`config.mk`:
```
export PLATFORM = sky130hd
export DESIGN_NAME = lpc_mailbox
export DESIGN_NICKNAME = d
export VERILOG_FILES = /design/src/rtl/lpc_mailbox_pkg.sv /design/src/rtl/lpc_mbox_fifo.sv /design/src/rtl/lpc_mailbox.sv
export SDC_FILE = /design/constraint.sdc
export NUM_CORES = 1
export LEC_CHECK = 0
export ABC_AREA = 1
export CAP_MARGIN = 20
export CORE_MARGIN = 4
export CORE_UTILIZATION = 35
export DETAILED_ROUTE_END_ITERATION = 10
export GPL_ROUTABILITY_DRIVEN = 0
export PLACE_DENSITY = 0.59
export SETUP_SLACK_MARGIN = 0.02
export SYNTH_ARGS = -nofsm -noshare
export SYNTH_HDL_FRONTEND = slang
export SYNTH_SLANG_ARGS = --single-unit
```
`constraint.sdc`:
```
create_clock -name clk_i -period 4.01 [get_ports clk_i]
set_clock_uncertainty 0.1 [all_clocks]
set_input_delay 0.802 -clock clk_i [delete_from_list [all_inputs] [get_ports clk_i]]
set_output_delay 0.802 -clock clk_i [all_outputs]
set_load 0.005 [all_outputs]
```
`src/rtl/lpc_mailbox_pkg.sv`:
```
// Shared definitions for the LPC byte mailbox: register offsets relative to
// BASE_ADDR, STATUS bit positions and the transaction FSM state encoding.
package lpc_mailbox_pkg;

  localparam logic [1:0] LPC_MBOX_REG_DATA   = 2'd0;
  localparam logic [1:0] LPC_MBOX_REG_STATUS = 2'd1;
  localparam logic [1:0] LPC_MBOX_REG_IEN    = 2'd2;
  localparam logic [1:0] LPC_MBOX_REG_IRQVEC = 2'd3;

  localparam int STAT_D2H_NE   = 0;  // D2H not empty
  localparam int STAT_H2D_FULL = 1;  // H2D full
  localparam int STAT_H2D_OVF  = 2;  // H2D overflow, sticky, W1C
  localparam int STAT_D2H_UNF  = 3;  // D2H underflow, sticky, W1C

  typedef enum logic [2:0] {
    ST_IDLE    = 3'd0,
    ST_WR_EXEC = 3'd1,
    ST_WR_ACK  = 3'd2,
    ST_RD_EXEC = 3'd3,
    ST_RD_ACK  = 3'd4
  } state_t;

endpackage

```
`src/rtl/lpc_mbox_fifo.sv`:
```
// Synchronous byte FIFO.
// Ports: clk_i/nrst_i (async active-low reset), push/din, pop/dout,
// full, empty, count. Push when full and pop when empty are ignored, so
// callers may present requests unconditionally. dout reads 0 while empty.
module lpc_mbox_fifo #(
  parameter int DEPTH = 16
) (
  input  logic                     clk_i,
  input  logic                     nrst_i,
  input  logic                     push,
  input  logic [7:0]               din,
  input  logic                     pop,
  output logic [7:0]               dout,
  output logic                     full,
  output logic                     empty,
  output logic [$clog2(DEPTH):0]   count
);

  localparam int AW = $clog2(DEPTH);
  localparam int CW = AW + 1;

  logic [7:0]    mem [DEPTH];
  logic [AW-1:0] wr_ptr, rd_ptr;
  logic [CW-1:0] cnt;
  logic          do_push, do_pop;

  assign full    = (cnt == CW'(DEPTH));
  assign empty   = (cnt == '0);
  assign count   = cnt;
  assign do_push = push & ~full;
  assign do_pop  = pop & ~empty;
  assign dout    = empty ? 8'h00 : mem[rd_ptr];

  // Pointers are exactly AW bits wide, so wrap is implicit (DEPTH is 2^AW).
  always_ff @(posedge clk_i or negedge nrst_i) begin
    if (!nrst_i) begin
      wr_ptr <= '0;
      rd_ptr <= '0;
      cnt    <= '0;
    end else begin
      if (do_push) wr_ptr <= wr_ptr + 1'b1;
      if (do_pop)  rd_ptr <= rd_ptr + 1'b1;
      case ({do_push, do_pop})
        2'b10:   cnt <= cnt + 1'b1;
        2'b01:   cnt <= cnt - 1'b1;
        default: cnt <= cnt;
      endcase
    end
  end

  always_ff @(posedge clk_i) begin
    if (do_push) mem[wr_ptr] <= din;
  end

endmodule

```
`src/rtl/lpc_mailbox.sv`:
```
// LPC I/O-mapped byte mailbox: four ports at BASE_ADDR (DATA, STATUS, IEN,
// IRQVEC) backed by a host-to-device and a device-to-host FIFO.
// Ports: clk_i, nrst_i (async active-low); LPC front-end handshake
// (lpc_addr_i, lpc_data_i, lpc_data_wr_i/lpc_wr_done_o,
// lpc_data_req_i/lpc_data_rd_o, lpc_data_o); SERIRQ (irq_num_o, interrupt_o);
// local H2D drain (h2d_data_o/h2d_valid_o/h2d_ready_i) and D2H fill
// (d2h_data_i/d2h_valid_i/d2h_ready_o).
// Macro LPC_MAILBOX_IRQ_EN: enables IEN/IRQVEC and the interrupt outputs;
// when undefined those registers read 0, ignore writes, and the interrupt
// outputs are tied low.
module lpc_mailbox
  import lpc_mailbox_pkg::*;
#(
  parameter logic [15:0] BASE_ADDR  = 16'h0CA8,
  parameter int          FIFO_DEPTH = 16
) (
  input  logic        clk_i,
  input  logic        nrst_i,
  input  logic [15:0] lpc_addr_i,
  input  logic [7:0]  lpc_data_i,
  input  logic        lpc_data_wr_i,
  output logic        lpc_wr_done_o,
  input  logic        lpc_data_req_i,
  output logic        lpc_data_rd_o,
  output logic [7:0]  lpc_data_o,
  output logic [3:0]  irq_num_o,
  output logic        interrupt_o,
  output logic [7:0]  h2d_data_o,
  output logic        h2d_valid_o,
  input  logic        h2d_ready_i,
  input  logic [7:0]  d2h_data_i,
  input  logic        d2h_valid_i,
  output logic        d2h_ready_o
);

  localparam int CW = $clog2(FIFO_DEPTH) + 1;

  state_t        state;
  logic [15:0]   offs;
  logic          hit;
  logic [1:0]    reg_sel;
  logic          wr_exec, rd_exec;
  logic          h2d_full, h2d_empty, d2h_full, d2h_empty;
  logic [7:0]    d2h_head;
  logic [CW-1:0] h2d_cnt, d2h_cnt;
  logic          ovf, unf;
  logic [1:0]    ien;
  logic [3:0]    irqvec;
  logic [7:0]    status, rdata;

  // Subtracting the base handles any BASE_ADDR alignment.
  assign offs    = lpc_addr_i - BASE_ADDR;
  assign hit     = (offs[15:2] == 14'd0);
  assign reg_sel = offs[1:0];
  assign wr_exec = (state == ST_WR_EXEC);
  assign rd_exec = (state == ST_RD_EXEC);

  logic wr_data, rd_data, wr_status;
  assign wr_data   = wr_exec & hit & (reg_sel == LPC_MBOX_REG_DATA);
  assign wr_status = wr_exec & hit & (reg_sel == LPC_MBOX_REG_STATUS);
  assign rd_data   = rd_exec & hit & (reg_sel == LPC_MBOX_REG_DATA);

  // Host push is gated on the current full flag so a same-cycle local pop
  // cannot rescue a byte written into a full FIFO.
  lpc_mbox_fifo #(.DEPTH(FIFO_DEPTH)) u_h2d (
    .clk_i (clk_i), .nrst_i (nrst_i),
    .push  (wr_data & ~h2d_full), .din (lpc_data_i),
    .pop   (h2d_ready_i), .dout (h2d_data_o),
    .full  (h2d_full), .empty (h2d_empty), .count (h2d_cnt)
  );

  lpc_mbox_fifo #(.DEPTH(FIFO_DEPTH)) u_d2h (
    .clk_i (clk_i), .nrst_i (nrst_i),
    .push  (d2h_valid_i), .din (d2h_data_i),
    .pop   (rd_data), .dout (d2h_head),
    .full  (d2h_full), .empty (d2h_empty), .count (d2h_cnt)
  );

  assign h2d_valid_o = ~h2d_empty;
  assign d2h_ready_o = ~d2h_full;

  // Sticky error flags; set wins nothing here since a single transaction
  // cannot both set and clear in one cycle.
  always_ff @(posedge clk_i or negedge nrst_i) begin
    if (!nrst_i) begin
      ovf <= 1'b0;
      unf <= 1'b0;
    end else begin
      if (wr_data && h2d_full)                        ovf <= 1'b1;
      else if (wr_status && lpc_data_i[STAT_H2D_OVF]) ovf <= 1'b0;
      if (rd_data && d2h_empty)                       unf <= 1'b1;
      else if (wr_status && lpc_data_i[STAT_D2H_UNF]) unf <= 1'b0;
    end
  end

`ifdef LPC_MAILBOX_IRQ_EN
  logic irq_q;
  always_ff @(posedge clk_i or negedge nrst_i) begin
    if (!nrst_i) begin
      ien    <= '0;
      irqvec <= '0;
      irq_q  <= 1'b0;
    end else begin
      if (wr_exec && hit && reg_sel == LPC_MBOX_REG_IEN)    ien    <= lpc_data_i[1:0];
      if (wr_exec && hit && reg_sel == LPC_MBOX_REG_IRQVEC) irqvec <= lpc_data_i[3:0];
      irq_q <= (ien[0] & ~d2h_empty) | (ien[1] & ~h2d_full);
    end
  end
  assign interrupt_o = irq_q;
  assign irq_num_o   = irqvec;
`else
  assign ien         = '0;
  assign irqvec      = '0;
  assign interrupt_o = 1'b0;
  assign irq_num_o   = 4'h0;
`endif

  always_comb begin
    status                = 8'h00;
    status[STAT_D2H_NE]   = ~d2h_empty;
    status[STAT_H2D_FULL] = h2d_full;
    status[STAT_H2D_OVF]  = ovf;
    status[STAT_D2H_UNF]  = unf;
  end

  // d2h_head is already 8'h00 when empty, which is the underflow read value.
  always_comb begin
    rdata = 8'hFF;
    if (hit) begin
      case (reg_sel)
        LPC_MBOX_REG_DATA:   rdata = d2h_head;
        LPC_MBOX_REG_STATUS: rdata = status;
        LPC_MBOX_REG_IEN:    rdata = {6'b0, ien};
        default:             rdata = {4'b0, irqvec};
      endcase
    end
  end

  // EXEC performs the side effect unconditionally; if the front-end has
  // already dropped its request the ack is skipped and we return to IDLE.
  always_ff @(posedge clk_i or negedge nrst_i) begin
    if (!nrst_i) begin
      state         <= ST_IDLE;
      lpc_wr_done_o <= 1'b0;
      lpc_data_rd_o <= 1'b0;
      lpc_data_o    <= 8'h00;
    end else begin
      case (state)
        ST_IDLE: begin
          if (lpc_data_wr_i)       state <= ST_WR_EXEC;
          else if (lpc_data_req_i) state <= ST_RD_EXEC;
        end
        ST_WR_EXEC: begin
          if (lpc_data_wr_i) begin
            state         <= ST_WR_ACK;
            lpc_wr_done_o <= 1'b1;
          end else begin
            state <= ST_IDLE;
          end
        end
        ST_WR_ACK: begin
          if (!lpc_data_wr_i) begin
            state         <= ST_IDLE;
            lpc_wr_done_o <= 1'b0;
          end
        end
        ST_RD_EXEC: begin
          lpc_data_o <= rdata;
          if (lpc_data_req_i) begin
            state         <= ST_RD_ACK;
            lpc_data_rd_o <= 1'b1;
          end else begin
            state <= ST_IDLE;
          end
        end
        ST_RD_ACK: begin
          if (!lpc_data_req_i) begin
            state         <= ST_IDLE;
            lpc_data_rd_o <= 1'b0;
          end
        end
        default: begin
          state         <= ST_IDLE;
          lpc_wr_done_o <= 1'b0;
          lpc_data_rd_o <= 1'b0;
        end
      endcase
    end
  end

endmodule

```
==> flow_summary.yaml, run 1 <==
run_status:
  run_status: "finished, final reports clean"
pwr:
  p_per_area_mw_per_mm2: 557.8
  switching_share_pct: 29.98
  overall_power_consumption_w: 0.008588
  p_int_w: 0.006013
  power_frac_comb_pct: 24.2
  p_leak_nw: 5.697
  net-switching-power_w: 0.002575
  ir_worst_vdd_uv: 351.7
  pwr-share-clk_pct: 32.0
  power.share.sequential_pct: 43.7
detailed_routing:
  drt-wirelength-per-cell_um: 17.53
  drt_drc_violations_left: 0
  detail_route.wirelength.met1_um: 13870
  detail_route.iter0.violations: 512
  vias_per_cell: 5.064
  drt-total-wl_um: 30750
  antenna_left: 0
  detail_route.first_pass.iterations: 5
  wl_met2_um: 15020
  top_layer: "met4"
  detailroute.wirelength.met3_um: 1464
  vias: 8882
timing:
  slew_hr_pct: 39.95
  worst_pin_slew_ns: 0.8998
  report.final.hold_viol_count: 0
  fin_worst_hold_slack_ns: 0.3733
  grt_setup_unrepaired: "false"
  timing.final.max_slew_violations: 0
  finalSetupViolCount: 0
  fin_ws_ns: 0.3229
  tns_ns: 0
  finalCritPeriodShare_pct: 91.95
  min_period_ns: 3.687
  clock.fmax_mhz: 271.2
setup_path:
  worst_ep_arrival_time_ns: 2.79
  critPathRequiredTime_ns: 3.11
  cp-start-kind: "flop"
  critical_path.endpoint_type: "output port"
  worst-setup-path-type: "flop to output port"
  worstPathMaxFanout: 45
yosys:
  synth_async_sr_flop_share_pct: 13.80
  syn-mean-instance-area_um2: 11.18
  seq_area_frac_synth_pct: 67.05
  number_of_different_library_cells_in_the_post_synthesis_netlist: 38
  post_synth_inst_count: 1162
  ys_ff_latch: 297
  netlist.top_cell.by_area: "sky130_fd_sc_hd__edfxtp_1"
  synth_flop_cell: "sky130_fd_sc_hd__edfxtp_1"
  synth.yosys.warnings: 0
  mappedNetlistArea_mm2: 0.01300
  synth_edf_count: 256
  yosys.area.top_type_share_pct: 59.15
  largest_cells_by_area_after_synthesis: "sky130_fd_sc_hd__edfxtp_1 (59%), sky130_fd_sc_hd__dfrtp_1 (7.9%), sky130_fd_sc_hd__o21ai_0 (4.3%)"
die:
  floorplan.rows: 70
  io-pin-count: 63
  die_w_um: 200.7
  die_height_um: 200.7
  die_area_mm2: 0.04028
  placeableCoreArea_mm2: 0.03661
  initial_core_util_pct: 35.50
global_routing:
  antenna_found_initial: 0
  grt_start_max_net_pins: 67
  grt_pass1_wl_um: 48710
  first_global_vias: 8710
  overflow: 0
  global_route.usage.total_pct: 14.90
finish:
  final_net_count: 1318
  final_cell_area_mm2: 0.01539
  final-seq-area_mm2: 0.008716
  layout_common_cells: "sky130_fd_sc_hd__edfxtp_1 (256), sky130_fd_sc_hd__nor2_1 (147), sky130_fd_sc_hd__nand2_1 (132), sky130_fd_sc_hd__inv_1 (115), sky130_fd_sc_hd__o21ai_0 (112)"
  fillers: 3428
  drive_gt1_share_pct: 9.953
  antenna_cells: 0
  final_common_cell: "sky130_fd_sc_hd__edfxtp_1"
  multiInputGateArea_mm2: 0.003597
  area_growth_pct: 18.46
cts:
  cts_tree: "built"
  post_cts_buffers: 0
  buffer_depth_of_the_longest_clock_path: 3
  clkSlewWorstSetupHoldPaths_ns: 0.06
  clock_insertion_delay_worst_skew_ns: 0.56
  clock_tree.htree_level_count: 1
  cts_root_buffer: "sky130_fd_sc_hd__clkbuf_16"
  cts_buffers: 31
  tritoncts_num_sinks: 297
place:
  postPlaceCellArea_mm2: 0.01439
  place_hpwl_um: 19590
  place_worst_setup_slack_ns: -0.1805
  placement.io_buffers: 57
hold_path:
  timing.hold.worst.class: "flop to flop"
run:
  timing.max_cap.violations: 0
-- power groups by stage --
| stage | clock (W) | sequential (W) | combinational, W |
|---|---|---|---|
| 6_report | 0.00275 | 0.00376 | 0.00208 |
| 5_1_grt | 0.00294 | 0.00378 | 0.00234 |
| 4_1_cts | 0.00281 | 0.00375 | 0.00210 |
| 3_5_place_dp | 0 | 0.00381 | 0.00209 |
| 3_3_place_gp | 0 | 0.00381 | 0.00206 |
| 2_1_floorplan | 0 | 0.00378 | 0.00124 |
-- logic make-up after synthesis --
group / Yosys count / synth area share (%)
flip-flops: 297 / 67.05
multiplexers: 2 / 0.1540
AO/OA/AOI/OAI: 235 / 10.50
other: 1 / 0.02885
AND/OR/NAND/NOR: 415 / 13.90
adder cells (fa/ha/maj): 19 / 1.829
XOR/XNOR: 17 / 1.146
buffers and inverters: 176 / 5.391
-- per-layer routing --
layer | vias to the layer above | track usage [%]
li1 | 4295 | -
met1 | 4355 | 20.14
met2 | 199 | 25.36
met3 | 33 | 2.649
met4 | 0 | 3.245
met5 | - | 0
-- cell usage after synthesis, types with 6 or more instances --
master and instances:
sky130_fd_sc_hd__clkbuf_1 40, sky130_fd_sc_hd__a21oi_1 56, sky130_fd_sc_hd__ha_1 19, sky130_fd_sc_hd__o211ai_1 20
sky130_fd_sc_hd__dfrtp_1 41, sky130_fd_sc_hd__nor2_1 147, sky130_fd_sc_hd__nand2_1 132, sky130_fd_sc_hd__o221ai_1 26
sky130_fd_sc_hd__o22ai_1 10, sky130_fd_sc_hd__edfxtp_1 256, sky130_fd_sc_hd__nand3_1 58, sky130_fd_sc_hd__o21ai_0 112
sky130_fd_sc_hd__nand4_1 11, sky130_fd_sc_hd__inv_1 115, sky130_fd_sc_hd__xor2_1 11, sky130_fd_sc_hd__nor3_1 44
sky130_fd_sc_hd__nand2_2 9, sky130_fd_sc_hd__xnor2_1 6
-- layout make-up --
| class | count | share of cell area, % |
|---|---|---|
| multi-input cells | 693 | 23.37 |
| well taps | 468 | 3.804 |
| flip-flops and latches | 297 | 56.62 |
| clock buffers | 45 | 5.575 |
| clock inverters | 13 | 0.7802 |
| inverters | 119 | 2.901 |
| repair buffers | 119 | 6.957 |
-- worst paths after layout --
check	slack [ns]	depth (start not counted)	start	endpoint
min in group asynchronous	0.51	2	nrst_i	u_d2h.wr_ptr[3]$_DFFE_PN0P_
hold reg to reg	0.37	2	lpc_data_rd_o$_DFFE_PN0P_	lpc_data_rd_o$_DFFE_PN0P_
max in group asynchronous	2.84	3	nrst_i	u_d2h.rd_ptr[0]$_DFFE_PN0P_
setup / recovery	0.32	9	u_h2d.rd_ptr[0]$_DFFE_PN0P_	h2d_data_o[5]
setup reg to reg	0.89	14	u_h2d.count[1]$_DFFE_PN0P_	u_h2d.count[4]$_DFFE_PN0P_
hold / removal	0.37	2	lpc_data_rd_o$_DFFE_PN0P_	lpc_data_rd_o$_DFFE_PN0P_
-- worst max-delay path: stages (launching register included) --
cell                              delay [ns]
sky130_fd_sc_hd__dfrtp_2                0.42
sky130_fd_sc_hd__inv_1                  0.08
sky130_fd_sc_hd__buf_4                  0.40
sky130_fd_sc_hd__o21ai_0                0.16
sky130_fd_sc_hd__o22ai_1                0.15
sky130_fd_sc_hd__nor2_1                 0.06
sky130_fd_sc_hd__nor2_1                 0.08
sky130_fd_sc_hd__o21ai_0                0.11
sky130_fd_sc_hd__a21oi_1                0.21
sky130_fd_sc_hd__clkdlybuf4s50_1        0.55
-- metrics by stage --
stage / instances / util, %
2_1_floorplan: 1166 / -
3_3_place_gp: 1694 / 39.30
3_5_place_dp: 1694 / 39.30
4_1_cts: 1752 / 41.97
5_1_grt: 1754 / 42.05
6_report: 1754 / 42.05
-- state kept, by name, summed over array words and instances (netlist names) --
name and count:
lpc_data_o 8, ovf 1, unf 1, u_h2d.rd_ptr 4, u_d2h.mem 128, lpc_wr_done_o 1, u_d2h.wr_ptr 4, u_h2d.wr_ptr 4
state 3, u_d2h.count 5, lpc_data_rd_o 1, u_h2d.count 5, u_d2h.rd_ptr 4, u_h2d.mem 128
-- timing repair --
| action | 4_1_cts | 5_1_grt |
|---|---|---|
| endpoints found under the hold margin | 0 | 3 |
| resized for setup | 0 | 0 |
| hold buffers | 0 | 1 |
Note: power is estimated with default switching activity, not from simulation.
==> run 2: changes to the inputs <==
--- a/config.mk
+++ b/config.mk
@@ -6,13 +6,14 @@
 export NUM_CORES = 1
 export LEC_CHECK = 0
 export ABC_AREA = 1
-export CAP_MARGIN = 20
+export CAP_MARGIN = 15
 export CORE_MARGIN = 4
 export CORE_UTILIZATION = 35
 export DETAILED_ROUTE_END_ITERATION = 10
 export GPL_ROUTABILITY_DRIVEN = 0
 export PLACE_DENSITY = 0.59
 export SETUP_SLACK_MARGIN = 0.02
+export SKIP_CTS_REPAIR_TIMING = 1
 export SYNTH_ARGS = -nofsm -noshare
 export SYNTH_HDL_FRONTEND = slang
 export SYNTH_SLANG_ARGS = --single-unit
==> run 2 against run 1 <==
Effect of this change: die area stayed put; total power hardly changed; via count hardly changed; critical path type unchanged; largest cell class unchanged.
==> flow_summary.yaml, run 2 (synthesized netlist as in run 1, its figures left out) <==
run_status:
  run_status: "finished, final reports clean"
finish:
  area_growth_pct: 18.22
  final_net_count: 1316
  layout_common_cells: "sky130_fd_sc_hd__edfxtp_1 (256), sky130_fd_sc_hd__nor2_1 (147), sky130_fd_sc_hd__nand2_1 (132), sky130_fd_sc_hd__inv_1 (115), sky130_fd_sc_hd__o21ai_0 (112)"
  antenna_cells: 0
  biggestRegsByFlops: "u_d2h.mem (128), u_h2d.mem (128), lpc_data_o (8)"
  drive_gt1_share_pct: 9.891
  final_common_cell: "sky130_fd_sc_hd__edfxtp_1"
place:
  place_hpwl_um: 19590
  placement.io_buffers: 57
  place_worst_setup_slack_ns: -0.1805
global_routing:
  first_global_vias: 8710
  overflow: 0
  grt_start_max_net_pins: 67
  globalRouteMet1Util_pct: 20.14
  grt_use_met2_pct: 25.36
  met3_usage_pct: 2.649
  grt_pass1_wl_um: 48710
  antenna_found_initial: 0
  global_route.usage.total_pct: 14.90
  gr-max-usage-layer: "met2"
cts:
  clock_tree.htree_level_count: 1
  cts_buffers: 31
  clock_insertion_delay_worst_skew_ns: 0.56
  buffer_depth_of_the_longest_clock_path: 3
  cts_tree: "built"
  tritoncts_num_sinks: 297
  cts_root_buffer: "sky130_fd_sc_hd__clkbuf_16"
  clkSlewWorstSetupHoldPaths_ns: 0.06
hold_path:
  timing.hold.worst.class: "input pin to asynchronous set/reset pin"
timing:
  worst_pin_slew_ns: 1.003
  report.final.hold_viol_count: 0
  fin_ws_ns: 0.3130
  slew_hr_pct: 33.13
  grt_setup_unrepaired: "false"
  clock.fmax_mhz: 270.5
  fin_worst_hold_slack_ns: 0.2958
  finalSetupViolCount: 0
  timing.final.max_slew_violations: 0
  min_period_ns: 3.697
  finalCritPeriodShare_pct: 92.19
die:
  die_height_um: 200.7
  io-pin-count: 63
  floorplan.rows: 70
  die_area_mm2: 0.04028
  die_w_um: 200.7
  placeableCoreArea_mm2: 0.03661
  initial_core_util_pct: 35.50
setup_path:
  timing.reg2reg.worst_path_depth: 14
  timing.critical_path.cells: "inv_1 -> buf_4 -> o21ai_0 -> o22ai_1 -> nor2_1 -> nor2_1 -> o21ai_0 -> a21oi_1 -> clkdlybuf4s50_1"
  worst_ep_arrival_time_ns: 2.80
  cp-start-kind: "flop"
  reg2reg_setup_slack_ns: 0.90
  critPathRequiredTime_ns: 3.11
  crit_path_max_incr_delay_ns: 0.55
  slowest_stage_cell_on_the_critical_path: "sky130_fd_sc_hd__clkdlybuf4s50_1"
  cp.depth: 9
  worst_path_dominant_cell_family: "buffers and inverters"
  worstPathMaxFanout: 45
  critical_path.endpoint_type: "output port"
  critical_path_buf_inv_count: 3
  worst-setup-path-type: "flop to output port"
detailed_routing:
  drt_drc_violations_left: 0
  vias: 8875
  drt-wirelength-per-cell_um: 17.55
  detail_route.first_pass.iterations: 5
  drt-total-wl_um: 30750
  vias_per_cell: 5.066
  detail_route.iter0.violations: 505
  antenna_left: 0
pwr:
  p_leak_nw: 5.683
  ir_worst_vdd_uv: 342.6
  p_per_area_mw_per_mm2: 558.4
run:
  timing.max_cap.violations: 0
[run 2: changes by cell type in the layout (fill, tap and decap cells not counted), sizes merged]
cell         previous run  this run
buf                    62        61
dlygate4sd3             1         0
[run 2: cell type report]
class                           instances  area [um2]
Inverter                              119       446.7
Tap cell                              468       585.6
Fill cell                            3430       21250
Multi-Input combinational cell        693        3597
Clock inverter                         13       120.1
Sequential cell                       297        8716
Clock buffer                           45       858.3
Timing Repair Buffer                  117        1041
[run 2: report_power, final]
| part | internal, W | switching [W] |
|---|---|---|
| registers | 0.00361 | 0.000146 |
| clock network | 0.00161 | 0.00113 |
| logic | 0.000792 | 0.00129 |
| total | 0.00601 | 0.00257 |
[run 2: worst paths after layout]
path,from,to
min in group clk_i,lpc_data_rd_o$_DFFE_PN0P_,lpc_data_rd_o$_DFFE_PN0P_
worst min-delay path,nrst_i,u_d2h.wr_ptr[0]$_DFFE_PN0P_
worst max register to register,u_h2d.count[1]$_DFFE_PN0P_,u_h2d.count[4]$_DFFE_PN0P_
worst min register to register,lpc_data_rd_o$_DFFE_PN0P_,lpc_data_rd_o$_DFFE_PN0P_
worst max-delay path,u_h2d.rd_ptr[0]$_DFFE_PN0P_,h2d_data_o[5]
max in group asynchronous,nrst_i,u_d2h.rd_ptr[0]$_DFFE_PN0P_
[run 2: worst reg2reg max path: stages (launching register included)]
cell and delay, ns:
sky130_fd_sc_hd__dfrtp_1 0.43, sky130_fd_sc_hd__nor4_1 0.41, sky130_fd_sc_hd__nand2_1 0.28, sky130_fd_sc_hd__nand2_1 0.20, sky130_fd_sc_hd__inv_1 0.16, sky130_fd_sc_hd__ha_1 0.26, sky130_fd_sc_hd__xor2_1 0.16, sky130_fd_sc_hd__ha_1 0.18
sky130_fd_sc_hd__a21oi_1 0.15, sky130_fd_sc_hd__o21ai_0 0.11, sky130_fd_sc_hd__a21oi_1 0.13, sky130_fd_sc_hd__inv_1 0.06, sky130_fd_sc_hd__a21oi_1 0.11, sky130_fd_sc_hd__o21ai_0 0.11, sky130_fd_sc_hd__xor2_1 0.15
[run 2: per-layer routing]
layer / wire length (um) / vias to the layer above
li1: - / 4293
met1: 13830 / 4347
met2: 14980 / 204
met3: 1569 / 31
met4: 375 / 0
met5: 0 / -
[run 2: stage by stage]
stage	instance area, um2	TNS, ns	util, %	instances	total power (W)
4_1_cts	15360	0	41.97	1752	0.008658
3_5_place_dp	14390	-0.2644	39.30	1694	0.005904
5_1_grt	15360	0	41.97	1752	0.009057
6_report	15360	0	41.97	1752	0.008580
3_3_place_gp	14390	-0.1327	39.30	1694	0.005866
2_1_floorplan	13010	0	-	1166	0.005018
==> run 3: changes to the inputs <==
--- a/config.mk
+++ b/config.mk
@@ -7,7 +7,7 @@
 export LEC_CHECK = 0
 export ABC_AREA = 1
 export CAP_MARGIN = 15
-export CORE_MARGIN = 4
+export CORE_MARGIN = 10
 export CORE_UTILIZATION = 35
 export DETAILED_ROUTE_END_ITERATION = 10
 export GPL_ROUTABILITY_DRIVEN = 0
==> run 3 against run 2 <==
Effect of this change: routed wire length grew 3.4%; first-iteration DRC count is 15% higher; sequential power about the same; clock power grew 18%; count of clock-buffer cells in the layout is 4 lower; via count barely moved; total power rose by 5.6%; global-route usage down 0.73 points; final cell count is 0.29% lower; sequential share of layout area fell by 0.37 points; highest routed layer unchanged; non-clock buffer count is 8 lower; die area rose by 12%.
==> flow_summary.yaml, run 3 (synthesized netlist as in run 1, its figures left out) <==
finish:
  biggestRegsByFlops: "u_d2h.mem (128), u_h2d.mem (128), lpc_data_o (8)"
  finalNonFillerCells: 1747
  fin_util_pct: 42.24
  antenna_cells: 0
  drive_gt1_share_pct: 9.695
  final_cell_area_mm2: 0.01546
  fillers: 3407
  area_growth_pct: 18.99
  layout_common_cells: "sky130_fd_sc_hd__edfxtp_1 (256), sky130_fd_sc_hd__nor2_1 (147), sky130_fd_sc_hd__nand2_1 (132), sky130_fd_sc_hd__inv_1 (115), sky130_fd_sc_hd__o21ai_0 (112)"
  final_common_cell: "sky130_fd_sc_hd__edfxtp_1"
  final_net_count: 1311
place:
  placement.io_buffers: 57
  place_hpwl_um: 20470
  postPlaceCellArea_mm2: 0.01430
  placed_cells: 1686
setup_path:
  worst_path_dominant_cell_family: "buffers and inverters"
  critPathRequiredTime_ns: 3.11
  critical_path.endpoint_type: "output port"
  slowest_stage_cell_on_the_critical_path: "sky130_fd_sc_hd__clkdlybuf4s50_1"
  worstReg2RegEnd: "u_h2d.count[4]$_DFFE_PN0P_"
  timing.critical_path.cells: "buf_4 -> o21ai_0 -> o22ai_1 -> nor2_1 -> nor2_1 -> o21ai_0 -> a21oi_1 -> clkdlybuf4s50_1"
  reg2reg_setup_slack_ns: 0.82
  r2r_start: "u_h2d.count[1]$_DFFE_PN0P_"
  crit_path_max_incr_delay_ns: 0.55
  timing.reg2reg.worst_path_depth: 14
  worstPathMaxFanout: 66
  cp-start-kind: "flop"
  worst_ep_arrival_time_ns: 2.85
  critical_path_buf_inv_count: 2
  worst-setup-path-type: "flop to output port"
cts:
  cts_root_buffer: "sky130_fd_sc_hd__clkbuf_16"
  clock_tree.htree_level_count: 2
  clock_insertion_delay_worst_skew_ns: 0.53
  clkSlewWorstSetupHoldPaths_ns: 0.06
  cts_tree: "built"
  cts_buffers: 34
  buffer_depth_of_the_longest_clock_path: 3
  tritoncts_num_sinks: 297
die:
  placeableCoreArea_mm2: 0.03661
  die_w_um: 212.7
  die_area_mm2: 0.04524
  io-pin-count: 63
  floorplan.rows: 70
  initial_core_util_pct: 35.50
  die_height_um: 212.7
timing:
  min_period_ns: 3.756
  timing.final.max_slew_violations: 0
  fin_worst_hold_slack_ns: 0.1676
  tns_ns: 0
  grt_setup_unrepaired: "false"
  slew_hr_pct: 37.10
  finalSetupViolCount: 0
  worst_pin_slew_ns: 0.9412
  finalCritPeriodShare_pct: 93.67
  clock.fmax_mhz: 266.2
  report.final.hold_viol_count: 0
global_routing:
  overflow: 0
  global_route.usage.total_pct: 14.17
  grt_start_max_net_pins: 67
  first_global_vias: 8801
  grt_pass1_wl_um: 49780
  antenna_found_initial: 0
detailed_routing:
  drt-wirelength-per-cell_um: 18.20
  antenna_left: 0
  vias_per_cell: 5.076
  vias: 8867
  drt-total-wl_um: 31790
  drt_drc_violations_left: 0
  detail_route.iter0.violations: 580
  detail_route.first_pass.iterations: 5
hold_path:
  timing.hold.worst.class: "input pin to asynchronous set/reset pin"
pwr:
  power.share.sequential_pct: 41.5
  p_int_w: 0.006367
  p_per_area_mw_per_mm2: 586.1
  power_frac_comb_pct: 22.7
  pwr-share-clk_pct: 35.8
  p_leak_nw: 5.714
  net-switching-power_w: 0.002696
  switching_share_pct: 29.75
  ir_worst_vdd_uv: 349.3
run:
  timing.max_cap.violations: 0
run_status:
  run_status: "finished, final reports clean"
[run 3: changes by cell type in the layout (fill, tap and decap cells not counted), moves of 4 or more]
cell                        previous run  this run
sky130_fd_sc_hd__clkbuf_1             11         6
sky130_fd_sc_hd__buf_4                58        52
sky130_fd_sc_hd__clkinv_2              5         1
sky130_fd_sc_hd__clkbuf_16            31        35
sky130_fd_sc_hd__bufinv_16             2         6
[run 3: final cells by class]
cell class | count | area [um2] | share of cell area [%]
multi-input cells | 693 | 3597 | 23.26
well taps | 468 | 585.6 | 3.786
clock buffers | 41 | 898.4 | 5.809
flip-flops and latches | 297 | 8716 | 56.36
inverters | 119 | 446.7 | 2.888
clock inverters | 20 | 265.3 | 1.715
repair buffers | 109 | 955.9 | 6.181
[run 3: how the worst max path moves through the flow]
stage                                 from                    endpoint  slack, ns  depth (start not counted)
6_report       u_h2d.rd_ptr[0]$_DFFE_PN0P_               h2d_data_o[5]       0.25                          8
5_1_grt                      lpc_addr_i[3]  u_h2d.count[4]$_DFFE_PN0P_       0.06                         22
3_5_place_dp                 lpc_addr_i[3]  u_h2d.count[4]$_DFFE_PN0P_      -0.14                         24
3_3_place_gp                 lpc_addr_i[3]  u_h2d.count[4]$_DFFE_PN0P_      -0.07                         24
2_1_floorplan                lpc_addr_i[3]  u_h2d.count[4]$_DFFE_PN0P_       0.37                         24
4_1_cts        u_h2d.rd_ptr[0]$_DFFE_PN0P_               h2d_data_o[7]       0.23                          8
[run 3: power by group through the flow]
stage / registers (W) / clock network [W] / logic [W]
after floorplan: 0.00378 / 0 / 0.00124
after global placement: 0.00382 / 0 / 0.00203
after detailed placement: 0.00382 / 0 / 0.00207
after CTS: 0.00376 / 0.00330 / 0.00208
after global routing: 0.00379 / 0.00343 / 0.00231
final: 0.00376 / 0.00324 / 0.00206
[run 3: through the flow]
step / worst slack (ns) / total power (W)
after floorplan: 0.3680 / 0.005018
after global placement: -0.07021 / 0.005847
after detailed placement: -0.1420 / 0.005892
after CTS: 0.2297 / 0.009145
after global routing: 0.06433 / 0.009529
final: 0.2540 / 0.009063
[run 3: layer usage]
layer  vias up  global-route usage (%)  wire, um
met5         -                       0         0
met4         0                   5.145       840
met3        53                   2.434      1464
met2       229                   23.88     15490
met1      4305                   17.95     14000
li1       4280                       -         -
